<file path="config.mk">
export PLATFORM = sky130hd
export DESIGN_NAME = regfile_wb_arbiter
export DESIGN_NICKNAME = d
export VERILOG_FILES = /design/src/rtl/regfile_pkg.sv /design/src/rtl/wb_prio_starve_arb.sv /design/src/rtl/regfile_wb_arbiter.sv
export SDC_FILE = /design/constraint.sdc
export NUM_CORES = 1
export LEC_CHECK = 0
export CORE_UTILIZATION = 41
export DETAILED_ROUTE_END_ITERATION = 16
export GPL_ROUTABILITY_DRIVEN = 0
export PLACE_DENSITY = 0.82
export SETUP_SLACK_MARGIN = 0.15
export SYNTH_ARGS = -nofsm -noshare
export SYNTH_HDL_FRONTEND = slang
export SYNTH_SLANG_ARGS = --single-unit
export TNS_END_PERCENT = 5
</file>
<file path="constraint.sdc">
create_clock -name CLK -period 2.45 [get_ports CLK]
set_input_delay 0.3675 -clock CLK [delete_from_list [all_inputs] [get_ports CLK]]
set_output_delay 0.3675 -clock CLK [all_outputs]
set_load 0.1 [all_outputs]
</file>
<file path="src/rtl/regfile_pkg.sv">
// rtl/regfile_pkg.sv - shared register-file and writeback constants
package regfile_pkg;
  localparam int REG_AW  = 5;
  localparam int REG_DW  = 32;
  localparam int WB_NREQ = 3;
  localparam logic [REG_AW-1:0] REG_ZERO = 5'd0;

  localparam int WB_MEM    = 0;
  localparam int WB_ALU    = 1;
  localparam int WB_MULDIV = 2;

  localparam int CNT_W = 4;
  typedef logic [CNT_W-1:0] starve_cnt_t;
endpackage

</file>
<file path="src/rtl/wb_prio_starve_arb.sv">
// rtl/wb_prio_starve_arb.sv - fixed-priority one-hot pick with starvation override
module wb_prio_starve_arb #(
  parameter int NREQ = 3
) (
  input  logic            enable,
  input  logic [NREQ-1:0] valid,
  input  logic [NREQ-1:0] starved,
  output logic [NREQ-1:0] grant
);

  logic [NREQ-1:0] starved_valid;
  logic [NREQ-1:0] cand;
  logic            found;

  assign starved_valid = valid & starved;

  // Any starved requester preempts plain priority; ties go to the lowest index.
  always_comb begin
    grant = '0;
    found = 1'b0;
    cand  = (|starved_valid) ? starved_valid : valid;
    for (int i = 0; i < NREQ; i++) begin
      if (cand[i] && !found) begin
        grant[i] = 1'b1;
        found    = 1'b1;
      end
    end
    if (!enable) grant = '0;
  end

endmodule

</file>
<file path="src/rtl/regfile_wb_arbiter.sv">
// rtl/regfile_wb_arbiter.sv - shares the register-file write port among writeback units
module regfile_wb_arbiter
  import regfile_pkg::*;
#(
  parameter int NREQ         = WB_NREQ,
  parameter int AW           = REG_AW,
  parameter int DW           = REG_DW,
  parameter int STARVE_LIMIT = 4
) (
  input  logic             CLK,
  input  logic             reset,
  input  logic             wb_enable,
  input  logic [NREQ-1:0]  req_valid,
  input  logic [NREQ*AW-1:0] req_addr,
  input  logic [NREQ*DW-1:0] req_data,
  output logic [NREQ-1:0]  req_ready,
  output logic             wr_en,
  output logic [AW-1:0]    wr_addr,
  output logic [DW-1:0]    wr_data,
  input  logic [AW-1:0]    rd_addr1,
  input  logic [AW-1:0]    rd_addr2,
  output logic             pend1,
  output logic             pend2
);

  localparam starve_cnt_t LIMIT = CNT_W'(STARVE_LIMIT);

  starve_cnt_t     cnt [NREQ];
  logic [NREQ-1:0] starved;
  logic            xfer;
  logic [AW-1:0]   sel_addr;
  logic [DW-1:0]   sel_data;

  always_comb begin
    starved = '0;
    for (int i = 0; i < NREQ; i++) starved[i] = (cnt[i] == LIMIT);
  end

  wb_prio_starve_arb #(.NREQ(NREQ)) u_arb (
    .enable  (wb_enable),
    .valid   (req_valid),
    .starved (starved),
    .grant   (req_ready)
  );

  assign xfer = |(req_valid & req_ready);

  always_comb begin
    sel_addr = '0;
    sel_data = '0;
    for (int i = 0; i < NREQ; i++) begin
      if (req_ready[i]) begin
        sel_addr = req_addr[i*AW +: AW];
        sel_data = req_data[i*DW +: DW];
      end
    end
  end

  // Writes to $zero are accepted from the requester but never reach the file.
  always_ff @(posedge CLK or posedge reset) begin
    if (reset) begin
      wr_en   <= 1'b0;
      wr_addr <= '0;
      wr_data <= '0;
      for (int i = 0; i < NREQ; i++) cnt[i] <= '0;
    end else begin
      wr_en <= xfer && (sel_addr != '0);
      if (xfer) begin
        wr_addr <= sel_addr;
        wr_data <= sel_data;
      end
      for (int i = 0; i < NREQ; i++) begin
        if (!req_valid[i] || req_ready[i])
          cnt[i] <= '0;
        else if (cnt[i] != LIMIT)
          cnt[i] <= cnt[i] + CNT_W'(1);
      end
    end
  end

  always_comb begin
    pend1 = 1'b0;
    pend2 = 1'b0;
    for (int i = 0; i < NREQ; i++) begin
      if (req_valid[i] && req_addr[i*AW +: AW] == rd_addr1) pend1 = 1'b1;
      if (req_valid[i] && req_addr[i*AW +: AW] == rd_addr2) pend2 = 1'b1;
    end
    if (wr_en && wr_addr == rd_addr1) pend1 = 1'b1;
    if (wr_en && wr_addr == rd_addr2) pend2 = 1'b1;
    if (rd_addr1 == '0) pend1 = 1'b0;
    if (rd_addr2 == '0) pend2 = 1'b0;
  end

endmodule

</file>
Yosys cells after proc, flatten, opt, wreduce, memory -nomap -nowiden
Index checks and enable logic that the tools add are counted.

Output and inout port bits: 43. Memories: 0. Bits of input ports: 127. Word-level logic and storage cells: 80. ROM bits: 0. Latch bits: 0. Flip-flop bits (word level): 50. Bits in writable memories: 0.

Bitwise gates (word level): 2. Order comparisons: 0. Multiplexer cells: 28. Shift-type cells: 0. Equal/unequal tests: 14. $mul: 0. Add/subtract/negate cells: 3. Reductions and logical operators: 27. Div/mod/pow operators: 0.

Operators with widths (count): 2-to-1 mux 32 bit (3); == test 5 bit (8); 2-to-1 mux 4 bit (6); 2-to-1 mux 5 bit (3); 2-to-1 mux 1 bit (14); adder 4 x 1 -> 4 bit (second input constant) (3); == test 4 x 3 -> 1 bit (second input constant) (3); != test 4 x 3 -> 1 bit (second input constant) (3); logical AND 1 bit (11); logical NOT 5 bit (2); bitwise AND 3 bit (2); 2-to-1 mux 3 bit (2); nonzero test 2 bit (3); OR reduction 3 bit (2); logical NOT 1 bit (5); nonzero test 5 bit (1); logical OR 1 bit (3).

Longest topological paths before layout
Depth in word-level cells: 17. Mapped depth: 11. Depth with buffers taken out: 9.

Cells and area by module
Synthesis repeated with hierarchy kept, for this count alone.

Cells, all modules: 398. Area, all modules: 3291.9 sq um.

By module, submodules not included: regfile_wb_arbiter (area each 3220.6 sq um, instances 1, cells an instance 389, sequential area each 1251.2 sq um); wb_prio_starve_arb (area each 71.3 sq um, instances 1, cells an instance 9, sequential area each 0.0 sq um).

Worst setup path after synthesis
Ideal clock, no wire load.

Path kind: reg-to-output. Start: register cnt[8] in the netlist's numbering. End: output req_ready[1]. Cell stages (with the launch flop): 8. Path buffers: 1. Setup slack: -0.611 ns. Data required time: 2.082 ns. Data arrival time: 2.694 ns. Cells stage by stage: dfrtp_1 inv_1 ha_1 and4b_1 nor2_1 nand2_1 clkbuf_1 nor2_1.

Longest elaborated chain between the ends: 9.

RTL lines: start: declaration (RTL line regfile_wb_arbiter.sv:28) `starve_cnt_t cnt [NREQ];`; start signal: indexed assignment (RTL line regfile_wb_arbiter.sv:76) `cnt[i] <= cnt[i] + CNT_W'(1);`; == test 4 x 3 -> 1 bit (*) (RTL line regfile_wb_arbiter.sv:36) `for (int i = 0; i < NREQ; i++) starved[i] = (cnt[i] == LIMIT);`; bitwise AND 3 bit (*) (RTL line wb_prio_starve_arb.sv:15) `assign starved_valid = valid & starved;`; OR reduction 3 bit (RTL line wb_prio_starve_arb.sv:21) `cand = (|starved_valid) ? starved_valid : valid;`; 2-to-1 mux 3 bit (*) (RTL line wb_prio_starve_arb.sv:21); 2-to-1 mux 1 bit (RTL line wb_prio_starve_arb.sv:23) `if (cand[i] && !found) begin`; logical NOT 1 bit (RTL line wb_prio_starve_arb.sv:23); logical AND 1 bit (*) (RTL line wb_prio_starve_arb.sv:23); 2-to-1 mux 1 bit (*) (RTL line wb_prio_starve_arb.sv:23); 2-to-1 mux 3 bit (*) (RTL line wb_prio_starve_arb.sv:28) `if (!enable) grant = '0;`; end: declaration (RTL line regfile_wb_arbiter.sv:16) `output logic [NREQ-1:0] req_ready,`.

Every way passes the cells marked *; elsewhere a longest branch is shown, timed or not.

Worst setup path in the final report
Start: input req_valid[0]. End: output req_ready[1].

Longest elaborated chain between the ends: 8.

RTL lines: start: declaration (RTL line regfile_wb_arbiter.sv:13) `input logic [NREQ-1:0] req_valid,`; bitwise AND 3 bit (RTL line wb_prio_starve_arb.sv:15); OR reduction 3 bit (RTL line wb_prio_starve_arb.sv:21); 2-to-1 mux 3 bit (*) (RTL line wb_prio_starve_arb.sv:21); 2-to-1 mux 1 bit (RTL line wb_prio_starve_arb.sv:23); logical NOT 1 bit (RTL line wb_prio_starve_arb.sv:23); logical AND 1 bit (*) (RTL line wb_prio_starve_arb.sv:23); 2-to-1 mux 1 bit (*) (RTL line wb_prio_starve_arb.sv:23); 2-to-1 mux 3 bit (*) (RTL line wb_prio_starve_arb.sv:28).

Marks and branches as above.

==> run summary <==
The run finished with clean final reports. In this run the tool buffered the top-level ports with 169 buffer cells. The number of antenna violations at the first check in global routing is 0. The die height was 92.88 microns. The top-area cell type share of the netlist area came out at 0.3695. In this run, synthesis produced a sequential element count of 50.

The transition time of the tightest slew-check pin is 0.6960 ns, and the x dimension of the die is 92.88 microns. STA classifies the critical path endpoint as an output port. The complex-gate fraction of the synthesized area is 0.2705.

The yosys synthesis warning count was 0; the initial core utilization was 0.4314. The commonest cells after synthesis are sky130_fd_sc_hd__dfrtp_1 (50), sky130_fd_sc_hd__nor2_1 (42), sky130_fd_sc_hd__a21oi_1 (41). Half-perimeter wire length after placement: 9.303 mm. The number of enable flip-flop cells after synthesis is 0.

The worst setup path is launched from a primary input. Setup violations remaining at the end of the flow were counted as 0. Wires add up to 12.18 mm.

CTS root buffer: sky130_fd_sc_hd__clkbuf_8. For the relative slew slack, the log shows 0.5353. The signed area change from the synthesized netlist to the final layout works out to 67.15%. TritonCTS built the clock tree. The number of global-route vias before repair was 4005; the worst-path maximum fanout was 7. At the placement stage, the worst setup path has a slack of -0.1146 ns.

The logs give 0.30 ns for the clock insertion delay at the later pin of the skew report and 0.3601 mV for the worst voltage drop across the vdd grid. The area enclosed by the die boundary was 8626 sq um; the adder and majority gate portion of the synthesized area was 0.02217. The run gives 2.01 ns as the data arrival time of the critical path. The logs give 3386 sq um for the cell area after synthesis and 728 for the final net count. The largest net degree at the start of global routing was 36.

The total routing resource utilization after global routing is 0.2779, and the maximum clock path buffer count is 2. The share of cell area taken by muxes after synthesis came out at 0.002956. The number of nets handed over by synthesis was 533. For the count of cell types in the netlist, the log shows 46. The kind of path behind the tightest hold check is primary input to async pin. Summed over all instances, the cell type with the most area after synthesis is sky130_fd_sc_hd__dfrtp_1.

After detailed routing, the average wire length per cell comes to 17.44 microns. The max-capacitance violation count is 0. The tools report the critical register-to-register path startpoint as cnt[1].

The number of hold-slack violations in the final timing report was 0; the clock-pin slew of the registers on the worst-case setup and hold paths was 0.10 ns. The worst path meets setup with 0.07398 ns of slack. The placement-stage cell area was 5353 sq um; the simple logic cell fraction of the synthesized area was 0.1659.

In the final layout, the multi-input gates occupy 2023 sq um. The quantity of hold-fixing buffers added after cts was 0. STA puts the critical path data required time at 2.08 ns. The proportion of register bits with asynchronous set or reset after synthesis is 1.000, and the average cell area after synthesis is 8.464 sq um. The tools report the residual antenna-violating net count after detailed routing as 0. Setup repair after global routing could not meet its margin everywhere. For the antenna diode instance count, the log shows 0.

By instance count, the leading cell after synthesis is sky130_fd_sc_hd__dfrtp_1. The first global-routing pass estimated 19.07 mm of wire. The final instance area was 5659 sq um. The total overflow left after global routing is 0. The logic depth of the worst register-to-register path is 9.

Tracing the worst setup path back leads to its startpoint at req_valid[0]. The sequential cell area fraction in the yosys report is 0.3695. Following the worst setup path forward leads to its endpoint at req_ready[1].

In this run the power density over the cells is 632.0 nW/um^2. The share of post-route cells with drive strength above 1 works out to 0.2232. 170 I/O pins were placed. The floorplan core area came out at 7848 sq um.

The most common cell type on the critical path is sky130_fd_sc_hd__buf_4. The worst setup path is of the primary input to output port kind. The worst register-to-register path has a setup slack of 0.10 ns.

On the critical path, the stage with the largest delay is an instance of sky130_fd_sc_hd__clkdlybuf4s50_1. The max-slew violation total from the final report was 0. By area, the combinational part of the netlist is dominated by compound AO/OA/AOI/OAI gates. The tools report the via count as 3992. The tools report the count of TritonRoute iterations in the first routing pass as 4. In this run the static leakage power is 2.476 nW.

The final core utilization was 0.7211; the shortest period the worst path allows was 2.376 ns. The signal on the critical path passes through clkdlybuf4s50_1 -> buf_4 -> nand4b_1 -> a21boi_2 -> nand2b_4 -> buf_4 -> nor2_4 -> buf_12. The number of standard cells after synthesis is 400, and the portion of the clock cycle consumed by the worst path in the final layout is 0.9698. The tools report the critical register-to-register path endpoint as wr_en.

The xor/xnor share of the synthesized area was 0.1112; the total number of placement rows was 32. Derived from the worst setup path, the maximum achievable clock frequency is 420.9 MHz. The tools report the maximum level of the CTS H-tree as 2.

The predominant post-synthesis flop cell is sky130_fd_sc_hd__dfrtp_1. The layout has 597 filler cells. On the final layout, the worst clock skew is 0.01041 ns. By area the synthesized netlist is led by sky130_fd_sc_hd__dfrtp_1 (37%), sky130_fd_sc_hd__xor2_1 (9.1%), sky130_fd_sc_hd__a22oi_1 (8.0%). The logs give 0 for the remaining routing DRC violations and 5 for the number of buffers added by the clock tree synthesis step. The clock net in this run drives a total of 50 sinks.

The detail-routed via count per cell was 5.719; the violation count after the first detailed-route iteration was 276. Across the whole layout, storage elements account for 1257 sq um. The critical path's largest stage delay was 0.56 ns.
placed cells by master, fill, tap and decap left out, drive strengths merged, types with 10 or more instances in the layout:
| cell type | n |
|---|---|
| inv | 11 |
| nand3 | 20 |
| o22ai | 35 |
| o21ai | 14 |
| dlymetal6s2s | 10 |
| buf | 97 |
| clkdlybuf4s50 | 116 |
| a21oi | 41 |
| dfrtp | 50 |
| a22oi | 36 |
| nor2 | 42 |
| xor2 | 35 |
worst max-delay path: cells and delay by family:
family,cells,cell delay (ns)
buffers and inverters,4,1.02
AO/OA/AOI/OAI,1,0.21
AND/OR/NAND/NOR,3,0.40
per-stage QoR:
stage          instances  total power [mW]  hold WS, ns  setup TNS (ns)
2_1_floorplan        400             2.326       0.4882               0
3_3_place_gp         677             2.911       0.5263        -0.08383
4_1_cts              694             3.548       0.4987               0
6_report             698             3.576       0.4896               0
5_1_grt              698             3.705       0.5438               0
3_5_place_dp         677             2.946       0.5338         -0.1556
registers in the layout, summed over array words and instances (netlist names):
name	count
cnt	12
wr_addr	5
wr_data	32
wr_en	1
kinds of logic after synthesis:
| group | Yosys count |
|---|---|
| XOR/XNOR | 43 |
| AO/OA/AOI/OAI | 144 |
| adder cells (fa/ha/maj) | 6 |
| flip-flops | 50 |
| AND/OR/NAND/NOR | 110 |
| buffers and inverters | 46 |
| multiplexers | 1 |
power breakdown:
| part | internal (mW) | total, mW | leakage (nW) | switching (mW) |
|---|---|---|---|---|
| Combinational | 0.603 | 1.93 | 1.83 | 1.32 |
| Sequential | 0.954 | 1.05 | 0.589 | 0.0977 |
| Clock | 0.307 | 0.599 | 0.0585 | 0.293 |
| Total | 1.86 | 3.58 | 2.48 | 1.71 |
per-layer routing:
layer,GRT usage,part of all wire,vias up
met5,0,0,-
met4,0.08718,0.019,0
met3,0.05747,0.074,27
met2,0.4963,0.52,190
met1,0.3320,0.38,1919
li1,-,-,1856
worst min path at each step:
stage	cells past startpoint	to	slack [ns]
5_1_grt	2	wr_data[7]	0.54
2_1_floorplan	1	cnt[2]	0.49
6_report	2	wr_data[7]	0.49
4_1_cts	2	wr_data[11]	0.50
3_5_place_dp	2	wr_data[4]	0.53
3_3_place_gp	2	wr_data[3]	0.53
layout make-up:
cell class              count  area share
clock buffers               5     0.01216
clock inverters             3    0.007738
inverters                  11    0.007959
multi-input cells         304      0.3575
flip-flops and latches     50      0.2222
well taps                 102     0.02255
repair buffers            223      0.3699
what timing repair did:
item                                    in CTS  in global routing
resized for setup                           12                 18
setup buffers                                9                  4
pin swaps                                    2                  8
endpoints found under the setup margin       6                  6
Power figures use the tool's default switching activity.
